### src/rtl/cordic_pkg.sv
// Shared CORDIC definitions: Q4.28 angle constants, range-reduction FSM states
// and the quarter-turn region encoding consumed by the CORDIC control FSM.
package cordic_pkg;

    localparam logic [31:0] HALF_PI       = 32'h1921FB54;
    localparam logic [31:0] PI            = 32'h3243F6A9;
    localparam logic [31:0] THREE_HALF_PI = 32'h4B65F1FD;
    localparam logic [31:0] TWO_PI        = 32'h6487ED51;

    typedef enum logic [1:0] {
        ST_IDLE     = 2'd0,
        ST_WRAP     = 2'd1,
        ST_CLASSIFY = 2'd2,
        ST_DONE     = 2'd3
    } state_t;

    typedef enum logic [1:0] {
        REG_Q0 = 2'b00,
        REG_Q1 = 2'b01,
        REG_Q2 = 2'b10,
        REG_Q3 = 2'b11
    } region_t;

endpackage

### src/rtl/cordic_region_classify.sv
// Combinational quarter-turn classifier: maps an angle in [0, 2*pi) to its
// region and the offset from that region's lower bound.
module cordic_region_classify
    import cordic_pkg::*;
#(
    parameter int W = 32
) (
    input  logic [W-1:0] i_acc,
    output region_t      o_region,
    output logic [W-1:0] o_angle_red
);

    localparam logic [W-1:0] HP  = W'(HALF_PI);
    localparam logic [W-1:0] P   = W'(PI);
    localparam logic [W-1:0] THP = W'(THREE_HALF_PI);

    logic [W-1:0] w_base;

    // Bounds belong to the upper region, so each test is >=.
    always_comb begin
        o_region = REG_Q0;
        w_base   = {W{1'b0}};
        if (i_acc >= THP) begin
            o_region = REG_Q3;
            w_base   = THP;
        end else if (i_acc >= P) begin
            o_region = REG_Q2;
            w_base   = P;
        end else if (i_acc >= HP) begin
            o_region = REG_Q1;
            w_base   = HP;
        end else begin
            o_region = REG_Q0;
            w_base   = {W{1'b0}};
        end
        o_angle_red = i_acc - w_base;
    end

endmodule

### src/rtl/cordic_range_reduction.sv
// Folds a signed Q4.28 angle into [0, 2*pi), then reports region and [0, pi/2)
// remainder. CORDIC_RANGE_RED_WRAP_EN enables iterative 2*pi correction.
module cordic_range_reduction
    import cordic_pkg::*;
#(
    parameter int W = 32
`ifdef CORDIC_RANGE_RED_WRAP_EN
    ,
    parameter int MAX_WRAP = 4
`endif
) (
    input  logic         clk,
    input  logic         reset,
    input  logic         beg_range_red,
    input  logic         ack_range_red,
    input  logic [W-1:0] angle_in,
    output logic         ready_range_red,
    output logic         busy_range_red,
    output logic [1:0]   shift_region_flag,
    output logic [W-1:0] angle_red,
    output logic         range_error
);

    // One extra bit keeps acc +/- 2*pi free of overflow.
    localparam logic [W:0] TWO_PI_X = {{(W + 1 - 32){1'b0}}, TWO_PI};

    state_t       r_state;
    logic [W:0]   r_acc;
    logic         r_ready;
    logic         r_range_error;
    logic [1:0]   r_region;
    logic [W-1:0] r_angle_red;

    region_t      w_region;
    logic [W-1:0] w_angle_red;
    logic         w_out_of_range;

    assign w_out_of_range = r_acc[W] | (r_acc >= TWO_PI_X);

    cordic_region_classify #(.W(W)) u_classify (
        .i_acc       (r_acc[W-1:0]),
        .o_region    (w_region),
        .o_angle_red (w_angle_red)
    );

`ifdef CORDIC_RANGE_RED_WRAP_EN
    logic [3:0]   r_wrap_cnt;
    logic [W:0]   w_acc_wrapped;
    assign w_acc_wrapped = r_acc[W] ? (r_acc + TWO_PI_X) : (r_acc - TWO_PI_X);
`endif

    // Control FSM, accumulator and registered result outputs.
    always_ff @(posedge clk or posedge reset) begin
        if (reset) begin
            r_state       <= ST_IDLE;
            r_acc         <= {(W + 1){1'b0}};
            r_ready       <= 1'b0;
            r_range_error <= 1'b0;
            r_region      <= 2'b00;
            r_angle_red   <= {W{1'b0}};
`ifdef CORDIC_RANGE_RED_WRAP_EN
            r_wrap_cnt    <= 4'd0;
`endif
        end else begin
            case (r_state)
                ST_IDLE: begin
                    if (beg_range_red) begin
                        r_acc         <= {angle_in[W-1], angle_in};
                        r_range_error <= 1'b0;
`ifdef CORDIC_RANGE_RED_WRAP_EN
                        r_wrap_cnt    <= 4'd0;
                        r_state       <= ST_WRAP;
`else
                        r_state       <= ST_CLASSIFY;
`endif
                    end else begin
                        r_state <= ST_IDLE;
                    end
                end
`ifdef CORDIC_RANGE_RED_WRAP_EN
                ST_WRAP: begin
                    if (!w_out_of_range) begin
                        r_state <= ST_CLASSIFY;
                    end else if (r_wrap_cnt == 4'(MAX_WRAP)) begin
                        r_range_error <= 1'b1;
                        r_region      <= REG_Q0;
                        r_angle_red   <= {W{1'b0}};
                        r_state       <= ST_DONE;
                    end else begin
                        r_acc      <= w_acc_wrapped;
                        r_wrap_cnt <= r_wrap_cnt + 4'd1;
                    end
                end
                ST_CLASSIFY: begin
                    r_region    <= w_region;
                    r_angle_red <= w_angle_red;
                    r_state     <= ST_DONE;
                end
`else
                ST_CLASSIFY: begin
                    if (w_out_of_range) begin
                        r_range_error <= 1'b1;
                        r_region      <= REG_Q0;
                        r_angle_red   <= {W{1'b0}};
                    end else begin
                        r_region    <= w_region;
                        r_angle_red <= w_angle_red;
                    end
                    r_state <= ST_DONE;
                end
`endif
                ST_DONE: begin
                    // ack only counts once the consumer has seen ready.
                    if (!r_ready) begin
                        r_ready <= 1'b1;
                    end else if (ack_range_red) begin
                        r_ready <= 1'b0;
                        r_state <= ST_IDLE;
                    end else begin
                        r_ready <= 1'b1;
                    end
                end
                default: begin
                    r_state <= ST_IDLE;
                end
            endcase
        end
    end

    assign ready_range_red   = r_ready;
    assign busy_range_red    = (r_state != ST_IDLE);
    assign shift_region_flag = r_region;
    assign angle_red         = r_angle_red;
    assign range_error       = r_range_error;

endmodule

### config.mk
export PLATFORM = sky130hd
export DESIGN_NAME = cordic_range_reduction
export DESIGN_NICKNAME = d
export VERILOG_FILES = /design/src/rtl/cordic_pkg.sv /design/src/rtl/cordic_region_classify.sv /design/src/rtl/cordic_range_reduction.sv
export SDC_FILE = /design/constraint.sdc
export NUM_CORES = 1
export LEC_CHECK = 0
export ABC_CLOCK_PERIOD_IN_PS = 5900
export BUFFER_PORTS_ARGS = -buffer_cell sky130_fd_sc_hd__buf_2
export CORE_MARGIN = 2
export CORE_UTILIZATION = 57
export DETAILED_ROUTE_END_ITERATION = 7
export GPL_TIMING_DRIVEN = 0
export PLACE_DENSITY = 0.83
export SETUP_SLACK_MARGIN = 0.02
export SYNTH_ARGS = -nofsm -noshare
export SYNTH_HDL_FRONTEND = slang
export SYNTH_SLANG_ARGS = --single-unit
### constraint.sdc
create_clock -name clk -period 5.9 [get_ports clk]
set_input_delay 0.295 -clock clk [delete_from_list [all_inputs] [get_ports clk]]
set_output_delay 0.295 -clock clk [all_outputs]
set_load 0.01 [all_outputs]
After elaboration in Yosys (flattened, before gate mapping):

Index checks and enable logic that the tools add are counted.

* shifts and indexed selects: 0
* magnitude comparators: 4
* equality and inequality tests: 6
* divide/modulo/power cells: 0
* add/sub/neg operators: 1
* mux-type cells: 17
* reduce and logical (&&, ||, !) cells: 6
* bitwise logic cells: 1
* multiply operators: 0

Operators with widths (count)
* $mux 32: 3
* $ge 33x31->1 const B: 1
* $ge 32x29->1 const B: 1
* $ge 32x30->1 const B: 1
* $ge 32x31->1 const B: 1
* $sub 32x32->32: 1
* $mux 29: 1
* $mux 2: 6
* $ne 2x2->1 const B: 4
* $pmux 2 s3: 1
* $mux 1: 5
* $eq 2x2->1 const B: 2
* $reduce_and 2->1: 2
* $reduce_bool 2->1: 2
* $reduce_and 3->1: 1
* $logic_not 2->1: 1
* $pmux 1 s2: 1
* $or 1x1->1: 1

* memories: 0
* output and inout port bits: 37
* logic and storage cells: 41
* bits in read-only memories: 0
* bits in writable memories: 0
* flip-flop bits (word level): 70
* bits of input ports: 36
* bits in latches: 0

Logic depth before layout (Yosys ltp):

* depth in word-level cells: 6
* depth in mapped cells: 17
* gate-level depth less buffers: 16

By module:

From an unflattened synthesis, not the netlist that was laid out.

* cell total of the unflattened synthesis: 538
* area, all modules: 4807.1 um2

By module, submodules not included
* cordic_range_reduction: times used 1, seq. area each 1751.7 um2, cells an instance 253, area each 2841.5 um2
* cordic_region_classify: times used 1, seq. area each 0.0 um2, cells an instance 285, area each 1965.6 um2

Worst setup path after synthesis:

OpenSTA, ideal clock, no wires.

* path kind: register to register
* start: register r_acc[20]
* end: register r_angle_red[30] (netlist: angle_red[30])
* setup slack: 1131 ps
* arrival time: 4647 ps
* path buffers: 1
* setup time: 122 ps
* period minus slack after synthesis: 4769 ps
* data required time: 5778 ps
* cell stages (with the launch flop): 18
* path through: dfrtp_1 clkbuf_1 o41ai_1 a21boi_0 o311a_1 nor4_1 inv_1 nand2_1 nand2_1 ha_1 nand2b_1 nand2_1 a31oi_1 o221ai_1 a311oi_2 nor4_1 or4_1 a32o_1

* longest elaborated chain between the ends: 6
* elaborated cells on any way between the ends: 10
* those cells by class: add/sub (1); order compare (4); mux (4); bitwise (1)

Ends and longest elaborated chain
* start: declaration: line cordic_range_reduction.sv:28 `logic [W:0] r_acc;`
* start signal: assignment: line cordic_range_reduction.sv:56 `r_acc <= {(W + 1){1'b0}};`
* start signal: assignment: line cordic_range_reduction.sv:68 `r_acc <= {angle_in[W-1], angle_in};`
* $ge 32x29->1: line cordic_region_classify.sv:29 `end else if (i_acc >= HP) begin`
* $mux 29: line cordic_region_classify.sv:29
* $mux 32: line cordic_region_classify.sv:26 `end else if (i_acc >= P) begin`
* $mux 32: line cordic_region_classify.sv:23 `if (i_acc >= THP) begin`
* $sub 32x32->32: line cordic_region_classify.sv:36 `o_angle_red = i_acc - w_base;`
* $mux 32 *: line cordic_range_reduction.sv:101 `if (w_out_of_range) begin`
* end signal: assignment: line cordic_range_reduction.sv:60 `r_angle_red <= {W{1'b0}};`
* end signal: assignment: line cordic_range_reduction.sv:104 `r_angle_red <= {W{1'b0}};`
* end signal: assignment: line cordic_range_reduction.sv:107 `r_angle_red <= w_angle_red;`
* end: declaration: line cordic_range_reduction.sv:32 `logic [W-1:0] r_angle_red;`

Mark *: on every way between the ends. The rest lies on a longest branch, timed or not.
A chain may end at the register's enable or synchronous reset.

Worst setup path after layout:

* start: register r_acc[27]
* end: register r_angle_red[30] (netlist: angle_red[30])

The elaborated chain is that of the path after synthesis.

==> metrics.txt <==
mean routed wirelength per cell=17.3 um; number of warnings reported in the yosys synthesis log=0; startpoint kind of the worst setup timing path=flop; outcome=complete, no violations; DRC Markers=0; Finished Cell Area=5250 um^2; antenna violations before repair=0; total length of routed wires=11600 um; average cell area after synthesis=9.42 um^2; std cell rows=32; setup violators final=0; top-level port count=73; Setup crit end kind=flop; htree depth=3; clock skew=0.0129 ns; final critical path time including I/O delays and setup=5.45 ns; DIE AREA=8630 um^2; maximum buffer depth of the clock tree=2; total number of vias=4096; global-route usage over all layers=28.5%; highest net fanout along the worst path=9; Final Hold Violating Endpoints=0; register-to-register path setup slack=0.45 ns; worst slack after detailed placement=0.518 ns; max-capacitance violation count=0; CP Class=reg -> reg; Clock Sink Count=70; uppermost routed layer=met4; Buffers on Ports=72; Post-Synth XOR/XNOR Area=4.86%; count of antenna diodes in the layout=0; final critical-path share of the clock period=92.3%; Post-Syn Area=4500 um^2; Syn Inst Count=478; Slew Limit Fails=0; Relative slew margins=53.6%; HP Class=in -> async; worst-margin pin slew=0.695 ns; arrival time of the worst setup path=5.70 ns; Cell variety after synth=57; CTS Hold Buffers Added=0; Worst EP required=6.15 ns; total met2 wirelength after detailed routing=5410 um; Vert. Die Dim=92.9 um; share of cell area taken by muxes after synthesis=6.50%; total length of routed met3 wires=641 um; # nets final=628; Final Core Density=68.3%; M1 wire length=5350 um; launch point of the worst path=r_acc[27]; number of flip-flops and latches in the synthesized netlist=70; placeable core area=7690 um^2; residual antenna-violating net count after detailed routing=0; largest family of logic cells by synthesized area=compound AO/OA/AOI/OAI gates; Seq/Total Area, Yosys=38.9%; width of the die=92.9 um; count of cells along the worst register-to-register path=18; number of flops mapped to enable cells by yosys=0; share of async-settable or async-resettable flops after synthesis=100%; Post-Synthesis Net Count=543; Crit Reg-Reg Startpoint=r_acc[27]; final weighted congestion in routability-driven placement=0.862; Most used DFF post-synth=sky130_fd_sc_hd__dfrtp_1; wire length of the first global-routing pass=19200 um; Reg clk slew, reported paths=0.08 ns; number of global-route vias before repair=3900; TritonCTS clock tree=built; remaining global-route overflow=0; pin count of the biggest net entering global routing=39; Syn-to-layout area delta=16.6%; Critical path destination=angle_red[30]; violation count after the first detailed-routing iteration=288; Post-DP HPWL=9050 um; Pre-antenna DRT Iters=5; Worst Setup Slack, final=0.453 ns; post-cts resize count=0; clock network latency to the later pin of the worst-skew pair=0.36 ns; starting utilization of the core area=58.6%; synthesized-area fraction occupied by ao, oa, aoi and oai cells=23.4%; setup repair after global routing missed its margin=false; vias per cell=6.11; fraction of the mapped netlist area in adder cells=8.06%; cell at the root of the clock tree=sky130_fd_sc_hd__clkbuf_8; setup repair bufs after CTS=0; TritonCTS Buffers=9; Fmax achieved=184 MHz; Simple-Gate Fraction of Synth Area=15.3%; placed standard-cell area=5030 um^2; fraction of final layout cells sized beyond drive strength 1=22.2%; endpoint of the lowest-slack register-to-register path=angle_red[30]
[worst max-delay path, cell delays in order (launching register included)]
cell	delay [ns]
sky130_fd_sc_hd__dfrtp_1	0.38
sky130_fd_sc_hd__clkbuf_1	0.21
sky130_fd_sc_hd__nor4bb_1	0.37
sky130_fd_sc_hd__o211ai_1	0.13
sky130_fd_sc_hd__a2111oi_0	0.62
sky130_fd_sc_hd__nor4_2	0.15
sky130_fd_sc_hd__buf_4	0.21
sky130_fd_sc_hd__inv_1	0.09
sky130_fd_sc_hd__nand2_1	0.14
sky130_fd_sc_hd__nand2_1	0.38
sky130_fd_sc_hd__ha_1	0.37
sky130_fd_sc_hd__nand2b_1	0.12
sky130_fd_sc_hd__nand2_1	0.06
sky130_fd_sc_hd__a31oi_1	0.38
sky130_fd_sc_hd__o221ai_1	0.32
sky130_fd_sc_hd__a311oi_2	0.49
sky130_fd_sc_hd__nor4_1	0.14
sky130_fd_sc_hd__or4_1	0.50
sky130_fd_sc_hd__a32o_1	0.26
[worst min-delay path by stage]
stage	end	slack, ns
6_report	angle_red[3]	0.04
3_5_place_dp	r_state[1]	0.45
4_1_cts	angle_red[3]	0.06
2_1_floorplan	r_acc[0]	0.41
5_1_grt	r_state[0]	0.12
3_3_place_gp	angle_red[2]	0.46
[synthesized netlist by cell type, types with 2 or more instances]
| cell type | instances | area [um^2] |
|---|---|---|
| sky130_fd_sc_hd__a32o_1 | 3 | 30.0 |
| sky130_fd_sc_hd__o21a_1 | 3 | 22.5 |
| sky130_fd_sc_hd__o41ai_1 | 3 | 26.3 |
| sky130_fd_sc_hd__mux2_2 | 26 | 293 |
| sky130_fd_sc_hd__a21o_1 | 14 | 105 |
| sky130_fd_sc_hd__a21oi_1 | 24 | 120 |
| sky130_fd_sc_hd__a2111oi_0 | 3 | 26.3 |
| sky130_fd_sc_hd__nand2b_1 | 7 | 43.8 |
| sky130_fd_sc_hd__inv_1 | 16 | 60.1 |
| sky130_fd_sc_hd__or4_1 | 6 | 45.0 |
| sky130_fd_sc_hd__o21ai_0 | 30 | 150 |
| sky130_fd_sc_hd__a211oi_1 | 4 | 30.0 |
| sky130_fd_sc_hd__or3_1 | 5 | 31.3 |
| sky130_fd_sc_hd__a211o_1 | 2 | 17.5 |
| sky130_fd_sc_hd__or2_2 | 3 | 18.8 |
| sky130_fd_sc_hd__nor4_1 | 5 | 31.3 |
| sky130_fd_sc_hd__o21bai_1 | 3 | 22.5 |
| sky130_fd_sc_hd__nand3_1 | 3 | 15.0 |
| sky130_fd_sc_hd__a221oi_1 | 2 | 17.5 |
| sky130_fd_sc_hd__nand4_1 | 5 | 31.3 |
| sky130_fd_sc_hd__and3_1 | 3 | 18.8 |
| sky130_fd_sc_hd__o211ai_1 | 5 | 37.5 |
| sky130_fd_sc_hd__xnor2_1 | 15 | 131 |
| sky130_fd_sc_hd__a31oi_1 | 5 | 31.3 |
| sky130_fd_sc_hd__ha_1 | 29 | 363 |
| sky130_fd_sc_hd__o31a_1 | 3 | 26.3 |
| sky130_fd_sc_hd__xor2_1 | 10 | 87.6 |
| sky130_fd_sc_hd__o221ai_1 | 3 | 26.3 |
| sky130_fd_sc_hd__o31ai_1 | 24 | 180 |
| sky130_fd_sc_hd__nor2_1 | 21 | 78.8 |
| sky130_fd_sc_hd__o311a_1 | 2 | 20.0 |
| sky130_fd_sc_hd__nand4b_1 | 2 | 17.5 |
| sky130_fd_sc_hd__nor4bb_1 | 2 | 20.0 |
| sky130_fd_sc_hd__nor3_1 | 10 | 50.1 |
| sky130_fd_sc_hd__a21o_2 | 2 | 17.5 |
| sky130_fd_sc_hd__a21boi_0 | 3 | 22.5 |
| sky130_fd_sc_hd__nand2_1 | 65 | 244 |
| sky130_fd_sc_hd__dfrtp_1 | 70 | 1750 |
| sky130_fd_sc_hd__clkbuf_1 | 19 | 71.3 |
[area by class of cell]
| type | count | area, um^2 |
|---|---|---|
| Clock buffer | 11 | 141 |
| Inverter | 16 | 60.1 |
| Sequential cell | 70 | 1750 |
| Multi-Input combinational cell | 372 | 2620 |
| Timing Repair Buffer | 74 | 388 |
| Tap cell | 102 | 128 |
| Fill cell | 657 | 2440 |
| Clock inverter | 5 | 82.6 |
| Buffer | 20 | 75.1 |
[cells in the final DEF, fill, tap and decap left out, types with 20 or more instances in the layout]
cell type / count
sky130_fd_sc_hd__mux2_2: 26
sky130_fd_sc_hd__nor2_1: 21
sky130_fd_sc_hd__nand2_1: 65
sky130_fd_sc_hd__a21oi_1: 24
sky130_fd_sc_hd__buf_2: 72
sky130_fd_sc_hd__clkbuf_1: 20
sky130_fd_sc_hd__ha_1: 29
sky130_fd_sc_hd__o31ai_1: 24
sky130_fd_sc_hd__o21ai_0: 30
sky130_fd_sc_hd__dfrtp_1: 70
[sequential cells by signal, indices dropped and copies added (netlist names)]
register           cells
r_state                2
ready_range_red        1
range_error            1
shift_region_flag      2
angle_red             32
r_acc                 32
[stage by stage]
| stage | TNS (ns) | cells | hold slack [ns] |
|---|---|---|---|
| 5_1_grt | 0 | 670 | 0.115 |
| 4_1_cts | 0 | 670 | 0.0648 |
| 2_1_floorplan | 0 | 478 | 0.412 |
| 6_report | 0 | 670 | 0.0405 |
| 3_5_place_dp | 0 | 654 | 0.448 |
| 3_3_place_gp | -3.42 | 652 | 0.456 |
[cell families (layout without fill, tap and decap cells)]
group | after synthesis | in the layout
compound gates | 149 | 149
simple gates | 143 | 143
flops | 70 | 70
buf+inv | 36 | 126
fa+ha+maj | 29 | 29
mux | 26 | 26
xor+xnor | 25 | 25
[routing by layer]
metal  vias up  track usage (%)
li1       1959                -
met1      1962             41.0
met2       155             45.0
met3        20             3.25
met4         0             9.07
met5         -                0
Power is not shown: default switching activity piles up to over one toggle a cycle in this logic, so the estimate is an artifact.
